<file path="src/rtl/store_aligner_buffer_pkg.sv">
// Shared types and constants for the store aligner buffer.
// Holds the store funct3 encodings, the buffered entry layout and the
// dequeue FSM state type.
package store_aligner_buffer_pkg;

   localparam logic [2:0] FUNCT3_B = 3'b000;
   localparam logic [2:0] FUNCT3_H = 3'b001;
   localparam logic [2:0] FUNCT3_W = 3'b010;

   localparam int STORE_BE_W = 4;
   localparam int ST_ADDR_W  = 32;
   localparam int ST_WORD_W  = ST_ADDR_W - 2;

   // One buffered store: word address, lane-aligned data and byte enables
   typedef struct packed {
      logic [ST_WORD_W-1:0]  word_addr;
      logic [31:0]           wdata;
      logic [STORE_BE_W-1:0] be;
   } store_entry_t;

   typedef enum logic {
      ST_IDLE,
      ST_REQ
   } st_state_e;

endpackage

</file>
<file path="src/rtl/store_aligner_buffer_lane_align.sv">
// store_lane_align: combinational byte-lane steering for stores.
// Replicates the narrow store data across all lanes and builds the byte
// enable mask from the low address bits; flags misaligned H/W stores.
module store_lane_align
   import store_aligner_buffer_pkg::*;
(
   input  logic [2:0]            i_funct3,
   input  logic [1:0]            i_off,
   input  logic [31:0]           i_wdata,
   output logic [31:0]           o_wdata,
   output logic [STORE_BE_W-1:0] o_be,
   output logic                  o_misaligned
);

   // Lane replication and mask per store width; word is the fallback width
   always_comb begin
      o_wdata      = i_wdata;
      o_be         = 4'b1111;
      o_misaligned = 1'b0;
      case (i_funct3)
         FUNCT3_B: begin
            o_wdata = {4{i_wdata[7:0]}};
            o_be    = 4'b0001 << i_off;
         end
         FUNCT3_H: begin
            o_wdata      = {2{i_wdata[15:0]}};
            o_be         = i_off[1] ? 4'b1100 : 4'b0011;
            o_misaligned = i_off[0];
         end
         default: begin
            o_wdata      = i_wdata;
            o_be         = 4'b1111;
            o_misaligned = (i_off != 2'b00);
         end
      endcase
   end

endmodule

</file>
<file path="src/rtl/store_aligner_buffer.sv">
// store_aligner_buffer: aligns SB/SH/SW stores onto byte lanes, queues them
// in an in-order FIFO and drains them to data memory via req/ack.
// Optional macro MISALIGN_TRAP_EN: misaligned stores are dropped and flagged
// with a one-cycle misalign pulse instead of being force-aligned.
module store_aligner_buffer
   import store_aligner_buffer_pkg::*;
#(
   parameter int DEPTH  = 2,
   parameter int ADDR_W = 32
) (
   input  logic                  clk,
   input  logic                  rst_n,
   input  logic                  i_st_valid,
   output logic                  o_st_ready,
   input  logic [ADDR_W-1:0]     i_st_addr,
   input  logic [31:0]           i_st_wdata,
   input  logic [2:0]            i_st_funct3,
   output logic                  o_mem_req,
   input  logic                  i_mem_ack,
   output logic [ADDR_W-1:0]     o_mem_addr,
   output logic [31:0]           o_mem_wdata,
   output logic [STORE_BE_W-1:0] o_mem_be,
   output logic                  o_misalign,
   output logic                  o_busy
);

   localparam int PTR_W = (DEPTH > 1) ? $clog2(DEPTH) : 1;
   localparam int CNT_W = $clog2(DEPTH + 1);

   store_entry_t          r_fifo [DEPTH];
   logic [PTR_W-1:0]      r_wrPtr;
   logic [PTR_W-1:0]      r_rdPtr;
   logic [CNT_W-1:0]      r_count;
   logic                  r_started;
   st_state_e             r_state;
   logic                  r_memReq;
   store_entry_t          r_memEntry;

   logic [31:0]           w_alignedData;
   logic [STORE_BE_W-1:0] w_alignedBe;
   logic                  w_misaligned;
   logic                  w_accept;
   logic                  w_push;
   logic                  w_pop;
   logic [PTR_W-1:0]      w_nextRdPtr;
   store_entry_t          w_newEntry;

   store_lane_align u_laneAlign (
      .i_funct3     (i_st_funct3),
      .i_off        (i_st_addr[1:0]),
      .i_wdata      (i_st_wdata),
      .o_wdata      (w_alignedData),
      .o_be         (w_alignedBe),
      .o_misaligned (w_misaligned)
   );

   // Ready depends only on registered count, never on the memory ack
   assign o_st_ready  = r_started & (r_count != CNT_W'(DEPTH));
   assign w_accept    = i_st_valid & o_st_ready;
   assign w_pop       = r_memReq & i_mem_ack;
   assign w_nextRdPtr = r_rdPtr + PTR_W'(1);
   assign o_busy      = (r_count != '0);
   assign o_mem_req   = r_memReq;
   assign o_mem_addr  = {r_memEntry.word_addr[ADDR_W-3:0], 2'b00};
   assign o_mem_wdata = r_memEntry.wdata;
   assign o_mem_be    = r_memEntry.be;

   // Build the entry that would be enqueued from the current store request
   always_comb begin
      w_newEntry           = '0;
      w_newEntry.word_addr = ST_WORD_W'(i_st_addr[ADDR_W-1:2]);
      w_newEntry.wdata     = w_alignedData;
      w_newEntry.be        = w_alignedBe;
   end

`ifdef MISALIGN_TRAP_EN
   logic r_misalign;

   assign w_push     = w_accept & ~w_misaligned;
   assign o_misalign = r_misalign;

   // Pulse misalign for one cycle after a misaligned store is swallowed
   always_ff @(posedge clk or negedge rst_n) begin
      if (!rst_n) begin
         r_misalign <= 1'b0;
      end else begin
         r_misalign <= w_accept & w_misaligned;
      end
   end
`else
   logic w_unusedMisaligned;

   assign w_push             = w_accept;
   assign o_misalign         = 1'b0;
   assign w_unusedMisaligned = w_misaligned;
`endif

   // FIFO storage carries no reset; validity is tracked by the count
   always_ff @(posedge clk) begin
      if (w_push) begin
         r_fifo[r_wrPtr] <= w_newEntry;
      end
   end

   // Pointers wrap naturally at DEPTH; count tracks push/pop together
   always_ff @(posedge clk or negedge rst_n) begin
      if (!rst_n) begin
         r_wrPtr   <= '0;
         r_rdPtr   <= '0;
         r_count   <= '0;
         r_started <= 1'b0;
      end else begin
         r_started <= 1'b1;
         if (w_push) begin
            r_wrPtr <= r_wrPtr + PTR_W'(1);
         end
         if (w_pop) begin
            r_rdPtr <= w_nextRdPtr;
         end
         r_count <= r_count + CNT_W'(w_push) - CNT_W'(w_pop);
      end
   end

   // Dequeue FSM presents the head and holds it until acked, chaining
   // directly to the next entry (or a same-cycle push) without a bubble
   always_ff @(posedge clk or negedge rst_n) begin
      if (!rst_n) begin
         r_state    <= ST_IDLE;
         r_memReq   <= 1'b0;
         r_memEntry <= '0;
      end else begin
         case (r_state)
            ST_IDLE: begin
               if (r_count != '0) begin
                  r_state    <= ST_REQ;
                  r_memReq   <= 1'b1;
                  r_memEntry <= r_fifo[r_rdPtr];
               end
            end
            ST_REQ: begin
               if (i_mem_ack) begin
                  if (r_count > CNT_W'(1)) begin
                     r_memEntry <= r_fifo[w_nextRdPtr];
                  end else if (w_push) begin
                     r_memEntry <= w_newEntry;
                  end else begin
                     r_state    <= ST_IDLE;
                     r_memReq   <= 1'b0;
                     r_memEntry <= '0;
                  end
               end
            end
            default: begin
               r_state  <= ST_IDLE;
               r_memReq <= 1'b0;
            end
         endcase
      end
   end

endmodule

</file>
<file path="config.mk">
export PLATFORM = sky130hd
export DESIGN_NAME = store_aligner_buffer
export DESIGN_NICKNAME = d
export VERILOG_FILES = /design/src/rtl/store_aligner_buffer_pkg.sv /design/src/rtl/store_aligner_buffer_lane_align.sv /design/src/rtl/store_aligner_buffer.sv
export SDC_FILE = /design/constraint.sdc
export NUM_CORES = 1
export LEC_CHECK = 0
export CAP_MARGIN = 20
export CORE_MARGIN = 3
export CORE_UTILIZATION = 45
export CTS_CLUSTER_DIAMETER = 60
export CTS_CLUSTER_SIZE = 16
export DETAILED_ROUTE_END_ITERATION = 8
export GPL_TIMING_DRIVEN = 0
export PLACE_DENSITY = 0.68
export SYNTH_ARGS = -nofsm -noshare
export SYNTH_HDL_FRONTEND = slang
export SYNTH_SLANG_ARGS = --single-unit
</file>
<file path="constraint.sdc">
create_clock -name clk -period 4.75 [get_ports clk]
set_clock_uncertainty 0.05 [all_clocks]
set_input_delay 0.95 -clock clk [delete_from_list [all_inputs] [get_ports clk]]
set_output_delay 0.95 -clock clk [all_outputs]
set_load 0.01 [all_outputs]
</file>
==> metrics.md <==
| Metric | Value |
|---|---|
| Status | `finished, final reports clean` |
| First-pass GRT wire length | `between 40 and 50 mm` |
| Post-Syn Area | `0.009833 mm²` |
| Post_cts resized | `0` |
| First-pass DRT Iterations | `4` |
| Initial drt markers | `486` |
| Via/cell ratio | `about 5.7` |
| FF-to-FF End | `r_fifo[0][38]$_DFFE_PP_` |
| Req. time, crit path | `3.75 ns` |
| Final Hold Viols | `0` |
| Final setup vio count | `0` |
| Rel. slew slack | `0.4065` |
| Buffers on Ports | `between 100 and 150` |
| Power Total | `7.230 mW` |
| Final ANT Viol Nets | `0` |
| # Post-CTS Setup Buffers | `0` |
| Max Freq | `between 300 and 400 MHz` |
| Vias post-DR | `6869` |
| Total grt overflow | `0` |
| WP depth | `4` |
| Flop-to-flop setup slack | `roughly 2.3 ns` |
| CP Class | `reg2out` |
| Reg2Reg Depth | `6` |
| CTS max path bufs | `3` |
| Async S/R FF share, synth | `0.3561` |
| TritonCTS clock tree | `built` |
| GRT Overall Usage | `0.2148` |
| Clock buffer count from CTS | `17` |
| Mapped Cells | `around 760` |
| Post-synthesis register bit count | `~210` |
| P_leak | `about 4.4 nW` |
| Total length of routed wires | `roughly 26 mm` |
| RSZ-0062 raised after global routing | `no` |
| DP Area | `roughly 0.012 mm²` |
| Top-area cell type share of the netlist area | `0.4031` |
| CTS Root Cell | `clkbuf_16` |
| Final instance area | `~0.012 mm²` |
| EDFF count, synth | `around 130` |
| Initial Util | `0.4634` |
| Die W | `~150 µm` |
| Pwr per Cell Area | `between 500 and 600 mW/mm²` |
| Comb power frac | `0.449` |
| Clock Pin Slew Worst Setup and Hold Paths | `about 0.07 ns` |
| Layout area overhead | `24.30%` |
| Diodes inserted | `0` |
| Clock network power share | `0.188` |
| Share of cells above drive strength 1 | `0.2092` |
| Pin count of the biggest net entering global routing | `50` |
| Final cycle utilization of the critical path | `0.6431` |
| Sequential share of power | `0.362` |
| Top post-synthesis cells by area | `edfxtp_1 (40%), dfrtp_1 (19%), mux2_2 (12%)` |
| WP buf/inv | `3` |
| Prevailing post-synth register cell | `edfxtp_1` |
| Switch share | `0.3533` |
| Internal power | `between 4 and 5 mW` |
| HPWL Detailed | `17.57 mm` |
| Crit. Startpoint | `r_count[1]$_DFF_PN0_` |
| CTS Sinks | `between 200 and 250` |
| Max cap viols | `0` |
| Die area | `between 0.02 and 0.025 mm²` |
| Final nets | `996` |
| Hold WC Path Type | `in2async` |
| Crit path max fanout | `10` |
| Worst slew pin tran | `roughly 0.89 ns` |
| WL/cell | `~21 µm` |
| Count of different cell masters after synthesis | `42` |
| Vias in the first global route | `7088` |
| Synth top cells by count | `edfxtp_1 (132), mux2_2 (107), dfrtp_1 (73)` |
| # DRC | `0` |
| Period minus WS final | `3.055 ns` |
| Sequential fraction of the synthesis area | `0.5889` |
| Most frequent cell after synthesis | `edfxtp_1` |
| Clock latency on the worst-skew pair | `0.49 ns` |
| Max-slew violation count | `0` |
| Die H | `~150 µm` |
| Hold buffers post-CTS | `0` |
| Crit-path leading delay family | `buffers and inverters` |
| Synth warn | `0` |
| Cell Chain, Critical Path | `buf_4 -> buf_2 -> or2_2 -> clkdlybuf4s50_1` |
| CP Launch Type | `flop` |
| H-tree levels | `1` |
| Routability congestion estimate | `0.7794` |
| Initial antenna violation count | `0` |
| Row cnt | `between 50 and 60` |
| WP data arrival | `between 2 and 2.5 ns` |
| Sw Pwr | `2.555 mW` |
| Critical path capture point | `o_busy` |
| Reg-to-Reg Start | `r_count[1]$_DFF_PN0_` |
| Slowest stage delay, CP | `0.49 ns` |
| Peak ir drop on the vdd network | `between 0.2 and 0.3 mV` |
| I/O pin total | `143` |
| Synth area leader | `edfxtp_1` |
| CP max stage cell | `clkdlybuf4s50_1` |
| CP Capture Type | `primary output` |
| Core area | `about 0.021 mm²` |
| Synthesized area per cell | `12.97 µm²` |
stage by stage:
step / setup TNS, ns / utilization / setup slack, ns / instances / hold slack [ns]
2_1_floorplan: 0 / - / 0.3322 / 760 / 0.4181
3_3_place_gp: -322.03 / 0.5455 / -2.287 / 1174 / 0.4186
3_5_place_dp: 0 / 0.5519 / 1.325 / 1179 / 0.4233
4_1_cts: 0 / 0.5760 / 1.668 / 1207 / 0.3391
5_1_grt: 0 / 0.5760 / 1.635 / 1207 / 0.3442
6_report: 0 / 0.5760 / 1.695 / 1207 / 0.3305
registers in the layout, indices dropped and copies added, names as in the netlist:
name         flops
r_state          1
r_rdPtr          1
o_mem_be         4
r_count          2
o_mem_wdata     32
o_mem_addr      30
r_wrPtr          1
r_started        1
o_mem_req        1
r_fifo         132
area by class of cell:
type | instances | area (µm²)
fillers | 1757 | 8997
flip-flops and latches | 205 | 5791
multi-input cells | 484 | 3645
repair buffers | 144 | 1511
clock buffers | 25 | 465.4
plain buffers | 65 | 397.9
well taps | 275 | 344.1
clock inverters | 3 | 46.29
inverters | 6 | 22.52
layer usage:
| layer | track usage | part of all wire | vias up |
|---|---|---|---|
| met5 | 0 | 0 | - |
| met4 | 0.04584 | 0.017 | 0 |
| li1 | - | - | 3224 |
| met1 | 0.3106 | 0.44 | 3382 |
| met3 | 0.02955 | 0.066 | 32 |
| met2 | 0.3503 | 0.48 | 231 |
power groups by stage:
stage | sequential [mW] | combinational [mW] | clock (mW)
floorplan | 2.73 | 1.86 | 0
global placement | 2.67 | 3.19 | 0
detailed placement | 2.65 | 3.26 | 0
CTS | 2.62 | 3.27 | 1.38
global route | 2.67 | 3.53 | 1.45
finish | 2.62 | 3.25 | 1.36
logic make-up (layout without fill, tap and decap cells):
family                   after synthesis  after routing  synth area share
AO/OA/AOI/OAI                        227            227            0.1563
flip-flops                           205            205            0.5889
multiplexers                         137            137            0.1536
adder cells (fa/ha/maj)                2              2          0.002544
other                                  2              4         0.0007637
XOR/XNOR                               4              4          0.003563
buffers and inverters                 71            243           0.04275
AND/OR/NAND/NOR                      110            110           0.05166
worst min-delay path by stage:
stage / end / slack [ns]
final: o_mem_addr[15]$_DFFE_PN0P_ / 0.33
after CTS: o_mem_addr[15]$_DFFE_PN0P_ / 0.34
after global placement: o_mem_addr[7]$_DFFE_PN0P_ / 0.42
after global routing: o_mem_addr[12]$_DFFE_PN0P_ / 0.34
after floorplan: r_wrPtr$_DFFE_PN0P_ / 0.42
after detailed placement: o_mem_addr[23]$_DFFE_PN0P_ / 0.42
placed cells by master (no fill, tap or decap), types with 3 or more instances in the layout:
cell type and n:
clkdlybuf4s50_1 138, edfxtp_1 132, mux2_2 107, dfrtp_1 73, o21ai_0 67, nand2_1 51
a221oi_1 46, clkbuf_1 30, a21oi_1 30, mux2i_1 29, nor2_1 26, o21ai_1 23
nor2b_1 20, buf_4 18, o31ai_1 18, clkbuf_16 17, buf_2 16, a211oi_1 11
a22o_1 9, a211oi_2 8, a311oi_1 8, buf_6 7, inv_1 4, conb_1 4
buf_12 3, xnor2_1 3, buf_16 3
(Power assumes the default switching activity.)
